[config.mk]
export PLATFORM = sky130hd
export DESIGN_NAME = lif_grid_cell_flat
export DESIGN_NICKNAME = d
export VERILOG_FILES = /design/src/rtl/lif_pkg.sv /design/src/rtl/lif_grid_cell_if.sv /design/src/rtl/lfsr.sv /design/src/rtl/lif_grid_cell.sv /design/src/flat_wrapper.sv
export SDC_FILE = /design/constraint.sdc
export NUM_CORES = 1
export LEC_CHECK = 0
export BUFFER_PORTS_ARGS = -buffer_cell sky130_fd_sc_hd__buf_2
export CAP_MARGIN = 10
export CORE_UTILIZATION = 55
export DETAILED_ROUTE_END_ITERATION = 10
export GPL_ROUTABILITY_DRIVEN = 0
export PLACE_DENSITY = 0.77
export RECOVER_POWER = 100
export SLEW_MARGIN = 10
export SYNTH_ARGS = -nofsm -noshare
export SYNTH_HDL_FRONTEND = slang
export SYNTH_HIERARCHICAL = 1
export SYNTH_SLANG_ARGS = --single-unit
export TNS_END_PERCENT = 100
[constraint.sdc]
create_clock -name clk -period 8.25 [get_ports clk]
set_input_delay 1.65 -clock clk [delete_from_list [all_inputs] [get_ports clk]]
set_output_delay 1.65 -clock clk [all_outputs]
set_load 0.03 [all_outputs]
[src/rtl/lif_pkg.sv]
// lif_pkg: shared constants and helpers for the LIF grid cell.
// Holds default parameter values, the direct-hit bit index and the scatter pattern.
package lif_pkg;
  localparam int DIRS_D     = 4;
  localparam int POT_W_D    = 6;
  localparam int THRESH_D   = 3;
  localparam int LEAK_PER_D = 8;
  localparam int REFRACT_D  = 2;
  // Bit of the flattened input bus that carries neighbour d's head-on pulse.
  function automatic int direct_idx(int d, int dirs);
    return d * dirs + (d + dirs / 2) % dirs;
  endfunction
  // Scatter pattern, truncated to DIRS by the caller: odd or even directions set.
  function automatic logic [31:0] scatter(logic odd);
    return odd ? 32'hAAAA_AAAA : 32'h5555_5555;
  endfunction
endpackage

[src/rtl/lif_grid_cell_if.sv]
// lif_grid_cell_if: neighbour bus of one grid cell.
// enable/in driven by the environment (master); out/fire/pot driven by the cell (slave).
interface lif_grid_cell_if
  import lif_pkg::*;
#(
  parameter int DIRS  = DIRS_D,
  parameter int POT_W = POT_W_D
);
  logic                 enable;
  logic [DIRS*DIRS-1:0] in;
  logic [DIRS-1:0]      out;
  logic                 fire;
  logic [POT_W-1:0]     pot;
  modport master(output enable, in, input out, fire, pot);
  modport slave(input enable, in, output out, fire, pot);
endinterface

[src/rtl/lfsr.sv]
// lfsr: free-running 16-bit Fibonacci LFSR (taps 16,14,13,11).
// Ports: clk, reset (async, active-high), enable (advance), lfsr (current value).
module lfsr (
  input  logic        clk,
  input  logic        reset,
  input  logic        enable,
  output logic [15:0] lfsr
);
  localparam logic [15:0] SEED = 16'hACE1;
  logic w_fb;
  assign w_fb = lfsr[15] ^ lfsr[13] ^ lfsr[12] ^ lfsr[10];
  // All-zero is a lockup state; reseed so an unreset register still runs.
  always_ff @(posedge clk or posedge reset)
    if (reset) lfsr <= SEED;
    else if (enable) lfsr <= lfsr == '0 ? SEED : {lfsr[14:0], w_fb};
endmodule

[src/rtl/lif_grid_cell.sv]
// lif_grid_cell: leaky integrate-and-fire cell with head-on pulse routing.
// Ports: clk, reset (async, active-high), bus (slave: enable, in, out, fire, pot).
module lif_grid_cell
  import lif_pkg::*;
#(
  parameter int DIRS     = DIRS_D,
  parameter int POT_W    = POT_W_D,
  parameter int THRESH   = THRESH_D,
  parameter int LEAK_PER = LEAK_PER_D,
  parameter int REFRACT  = REFRACT_D
) (
  input logic             clk,
  input logic             reset,
  lif_grid_cell_if.slave  bus
);
  localparam int CW  = $clog2(DIRS * DIRS) + 1;
  localparam int SW  = POT_W + CW;
  localparam int LW  = LEAK_PER > 1 ? $clog2(LEAK_PER) : 1;
  localparam int LP1 = LEAK_PER > 0 ? LEAK_PER - 1 : 0;
  localparam int RW  = REFRACT > 0 ? $clog2(REFRACT + 1) : 1;
  localparam logic [SW-1:0] PMAX = SW'({POT_W{1'b1}});
  logic [DIRS-1:0]      r_out;
  logic                 r_fire;
  logic [POT_W-1:0]     r_pot;
  logic [RW-1:0]        r_ref;
  logic [LW-1:0]        r_lk;
  logic [15:0]          w_rnd;
  logic                 w_unused;
  logic [DIRS*DIRS-1:0] w_dmask;
  logic [DIRS*DIRS-1:0] w_obl;
  logic [DIRS-1:0]      w_hit;
  logic [DIRS-1:0]      w_pri;
  logic [DIRS-1:0]      w_scat;
  logic [DIRS-1:0]      w_out;
  logic [DIRS/2-1:0]    w_col;
  logic [CW-1:0]        w_c;
  logic [CW-1:0]        w_add;
  logic [SW-1:0]        w_sum;
  logic [SW-1:0]        w_lk;
  logic [POT_W-1:0]     w_sat;
  logic                 w_odd;
  logic                 w_dev;
  logic                 w_refr;
  logic                 w_leak;
  logic                 w_fire;
  // Reset tied off so the tie-break sequence survives cell resets.
  lfsr u_lfsr (
    .clk   (clk),
    .reset (1'b0),
    .enable(1'b1),
    .lfsr  (w_rnd)
  );
  assign w_unused = &{1'b0, w_rnd[14:0]};
  // Direct hits and their mask; descending scan leaves the lowest-index hit winning.
  always_comb begin
    w_dmask = '0;
    w_hit   = '0;
    w_pri   = '0;
    for (int d = 0; d < DIRS; d++) begin
      w_dmask[direct_idx(d, DIRS)] = 1'b1;
      w_hit[d] = bus.in[direct_idx(d, DIRS)];
    end
    for (int d = DIRS - 1; d >= 0; d--)
      if (w_hit[d]) begin
        w_pri = '0;
        w_pri[(d + DIRS / 2) % DIRS] = 1'b1;
      end
  end
  assign w_col  = w_hit[DIRS/2-1:0] & w_hit[DIRS-1:DIRS/2];
  assign w_odd  = ^w_col;
  assign w_dev  = |w_hit;
  assign w_obl  = bus.in & ~w_dmask;
  assign w_c    = CW'($countones(w_obl));
  assign w_refr = r_ref != '0;
  assign w_leak = (LEAK_PER != 0) && (r_lk == LW'(LP1));
  // Integration is done wide so saturation and the zero floor are exact.
  assign w_add  = w_refr ? '0 : w_c;
  assign w_sum  = SW'(r_pot) + SW'(w_add);
  assign w_lk   = w_sum - SW'(w_leak && w_sum != '0);
  assign w_sat  = w_lk > PMAX ? {POT_W{1'b1}} : w_lk[POT_W-1:0];
  assign w_fire = !w_dev && !w_refr && w_sum >= SW'(THRESH);
  assign w_scat = DIRS'(scatter(w_rnd[15]));
  assign w_out  = w_odd ? '0 : w_dev ? w_pri : w_fire ? w_scat : '0;
  always_ff @(posedge clk or posedge reset)
    if (reset) begin
      r_out  <= '0;
      r_fire <= 1'b0;
      r_pot  <= '0;
      r_ref  <= '0;
      r_lk   <= '0;
    end else if (bus.enable) begin
      r_out  <= w_out;
      r_fire <= w_fire;
      r_pot  <= w_fire ? '0 : w_sat;
      r_ref  <= w_fire ? RW'(REFRACT) : w_refr ? r_ref - 1'b1 : r_ref;
      r_lk   <= (w_leak || LEAK_PER == 0) ? '0 : r_lk + 1'b1;
    end else begin
      r_out  <= '0;
      r_fire <= 1'b0;
    end
  assign bus.out  = r_out & {DIRS{bus.enable}};
  assign bus.fire = r_fire & bus.enable;
  assign bus.pot  = r_pot;
endmodule
[src/flat_wrapper.sv]
// flat-port wrapper written by rule: the top's interface ports become plain ports
module lif_grid_cell_flat import lif_pkg::*;
#(
  parameter int DIRS     = DIRS_D,
  parameter int POT_W    = POT_W_D,
  parameter int THRESH   = THRESH_D,
  parameter int LEAK_PER = LEAK_PER_D,
  parameter int REFRACT  = REFRACT_D
)
  (clk, reset, bus_enable, bus_in, bus_out, bus_fire, bus_pot);
  lif_grid_cell_if #(.DIRS(DIRS), .POT_W(POT_W)) bus_i ();
  input logic clk;
  input logic reset;
  input wire logic [$bits(bus_i.enable)-1:0] bus_enable;
  input wire logic [$bits(bus_i.in)-1:0] bus_in;
  output wire logic [$bits(bus_i.out)-1:0] bus_out;
  output wire logic [$bits(bus_i.fire)-1:0] bus_fire;
  output wire logic [$bits(bus_i.pot)-1:0] bus_pot;
  assign bus_i.enable = bus_enable;
  assign bus_i.in = bus_in;
  assign bus_out = bus_i.out;
  assign bus_fire = bus_i.fire;
  assign bus_pot = bus_i.pot;
  lif_grid_cell #(.DIRS(DIRS), .POT_W(POT_W), .THRESH(THRESH), .LEAK_PER(LEAK_PER), .REFRACT(REFRACT)) u_core (.clk(clk), .reset(reset), .bus(bus_i));
endmodule
==> metrics <==
startpoint types=primary input; final setup TNS=0 ns; Max-Cap Viols=0; cells after synthesis=between 200 and 250; PwrDens=approximately 350 nW/um^2; critical path's slowest cell=fa_1; clock sink count=32; DR top layer=met4; vias in the first global route=between 1500 and 2000; Final period util=0.9272; CP Class=primary input to register; Port Buffer Count=29; drt via density=5.685; CTS buffer count=5; Most common cell on crit path=fa_1; fin crit period=7.649 ns; Layout Utilization=0.6512; Worst Setup End Kind=register; commonest cells in the netlist=inv_1, dfrtp_1, ha_1; Reg clk slew, reported paths=0.06 ns; htree depth=2; via count=between 1500 and 2000; ANT cells=0; total chip power=about 860 uW; Die Wd=about 66 um; DRT Pass-1 Iters=4; number of synthesized flops with an enable pin=0; P_sw=roughly 370 uW; post-CTS sizing=0; Hold Crit Class=register to register; Die H=66.13 um; WL met3=166 um; first-pass GRT wire length=7.044 mm; DP Cell Count=290; hold buffers post-CTS=0; library cells used by synthesis=53; Setup Skew=about 0.0029 ns; FF+latch count, synth=32; slew margin rel.=0.1025; DR WL met2=between 2 and 2.5 mm; most common cell in the synthesized netlist=inv_1; Worst-Margin Slew=around 1.3 ns; RSZ-0062 raised after global routing=false; YS warnings=6; fraction of registers with async set/reset=1.000; Worst VDD drop=between 0.00015 and 0.0002 V; met1 WL=~1.9 mm; post-CTS setup buffer count=0; Fmax=~0.13 GHz; CP max FO=8; final setup vio count=0; Yosys top cell by area=dfrtp_1; fin nets=between 200 and 300; fin area=~2500 um^2; pre-CTS setup slack=0.2815 ns; sequential share of the synthesized area=0.3584; WP buf/inv=3; antenna violations before repair=0; Cell Int Power=around 480 uW; GRT Residual Overflow=0; DRC=0; Core Region=~3800 um^2; placed inst area=2435 um^2; row count=22; routed wire length=4.115 mm; Non-Filler Instances=just under 300; post-synth net total=about 260; Root Driver=clkbuf_8; Synth top area share=0.2655; CTS tree=yes; DPL Wire Length=3.160 mm; LEAKAGE=about 1.1 nW; crit path DAT=7.78 ns; sequential share of power=0.324; number of DRC markers in iteration 0=about 160; FILL cells=about 320; ANT nets after route=0; Crit path max-delay family=adder cells; min setup slack post-route=between 0.6 and 0.7 ns; Critical Path RT=between 8 and 9 ns; top post-synthesis cells by area=dfrtp_1, dfstp_2, ha_1; Boundary Pins=30; All-Layer GR Usage=0.2157; max incr delay on CP=between 0.5 and 0.6 ns; average wire per standard cell=13.81 um; Synth Flop Type=dfrtp_1; layout cells sized above 1=0.2120; hold_ws=between 0.5 and 0.6 ns; final slew viol count=0; initial core utilization=0.5955; outcome=finished clean; die area=4373 um^2; Net Sw Frac=0.4358; Post-Syn Area per Cell=10.33 um^2; Max clock buf depth=2; Hold Violations, Final=0; largest net degree at the start of global routing=22; Synth Cell Area=around 2300 um^2; Clk Latency, worst-skew pair=0.28 ns; Logic pwr share=0.533; area growth from synthesis to final layout=9.347%; clock share of power=0.142
[flip-flops by register name, indices dropped and copies added, names as in the netlist]
signal and cells:
u_core/u_lfsr/lfsr 16, u_core/r_fire 1, u_core/bus.pot 6, u_core/r_lk 3, u_core/r_ref 2, u_core/r_out 4
[cells in the final DEF, fill, tap and decap left out, drive strengths merged, types with 4 or more instances in the layout]
master / Yosys / final
inv: 33 / 33
dfrtp: 24 / 24
buf: 3 / 21
clkbuf: 3 / 16
ha: 13 / 13
a21oi: 11 / 11
mux2: 11 / 11
nand2: 10 / 10
nor2: 9 / 9
o22a: 9 / 9
and2: 9 / 9
fa: 8 / 8
dfstp: 8 / 8
o21ai: 6 / 6
xnor2: 5 / 5
o211ai: 5 / 5
nor3: 5 / 5
or4: 5 / 5
a21o: 4 / 4
a211oi: 4 / 4
[path summary, 6_finish.rpt]
kind	from	to	slack, ns	cells past startpoint
max in group asynchronous	reset	u_core/r_ref[1]	6.39	2
min in group asynchronous	reset	u_core/r_lk[2]	1.44	2
max	bus_in[0]	u_core/bus.pot[3]	0.60	25
min	u_core/r_lk[1]	u_core/r_lk[1]	0.51	1
max reg2reg	u_core/r_ref[0]	u_core/bus.pot[5]	3.97	16
min reg2reg	u_core/r_lk[1]	u_core/r_lk[1]	0.51	1
[power by group through the flow]
stage | clock network (mW) | registers [mW] | logic [mW]
after floorplan | 0 | 0.294 | 0.363
after global placement | 0 | 0.279 | 0.458
after detailed placement | 0 | 0.283 | 0.471
after CTS | 0.126 | 0.280 | 0.473
after global routing | 0.134 | 0.287 | 0.509
final | 0.122 | 0.278 | 0.457
[layer usage]
| metal | global-route usage | vias up |
|---|---|---|
| li1 | - | 825 |
| met1 | 0.2630 | 827 |
| met2 | 0.3673 | 36 |
| met3 | 0.06379 | 6 |
| met4 | 0.06117 | 0 |
| met5 | 0 | - |
[final cells by class]
class                      count  area, um^2  share of cell area
timing repair buffer          29       135.1             0.05463
multi-input combinational    148        1254              0.5068
tap                           48       60.06             0.02428
inverter                      33       123.9             0.05008
clock buffer                   8       90.09             0.03642
sequential                    32       810.8              0.3278
[cells by family after synthesis]
kind of cell | after synthesis | synth area share
fa+ha+maj | 21 | 0.1427
buf+inv | 39 | 0.06914
mux | 13 | 0.06361
xor+xnor | 8 | 0.03429
flops | 32 | 0.3584
other cells | 2 | 0.003320
simple gates | 53 | 0.1394
compound gates | 51 | 0.1892
Note: power is estimated with default switching activity, not from simulation.
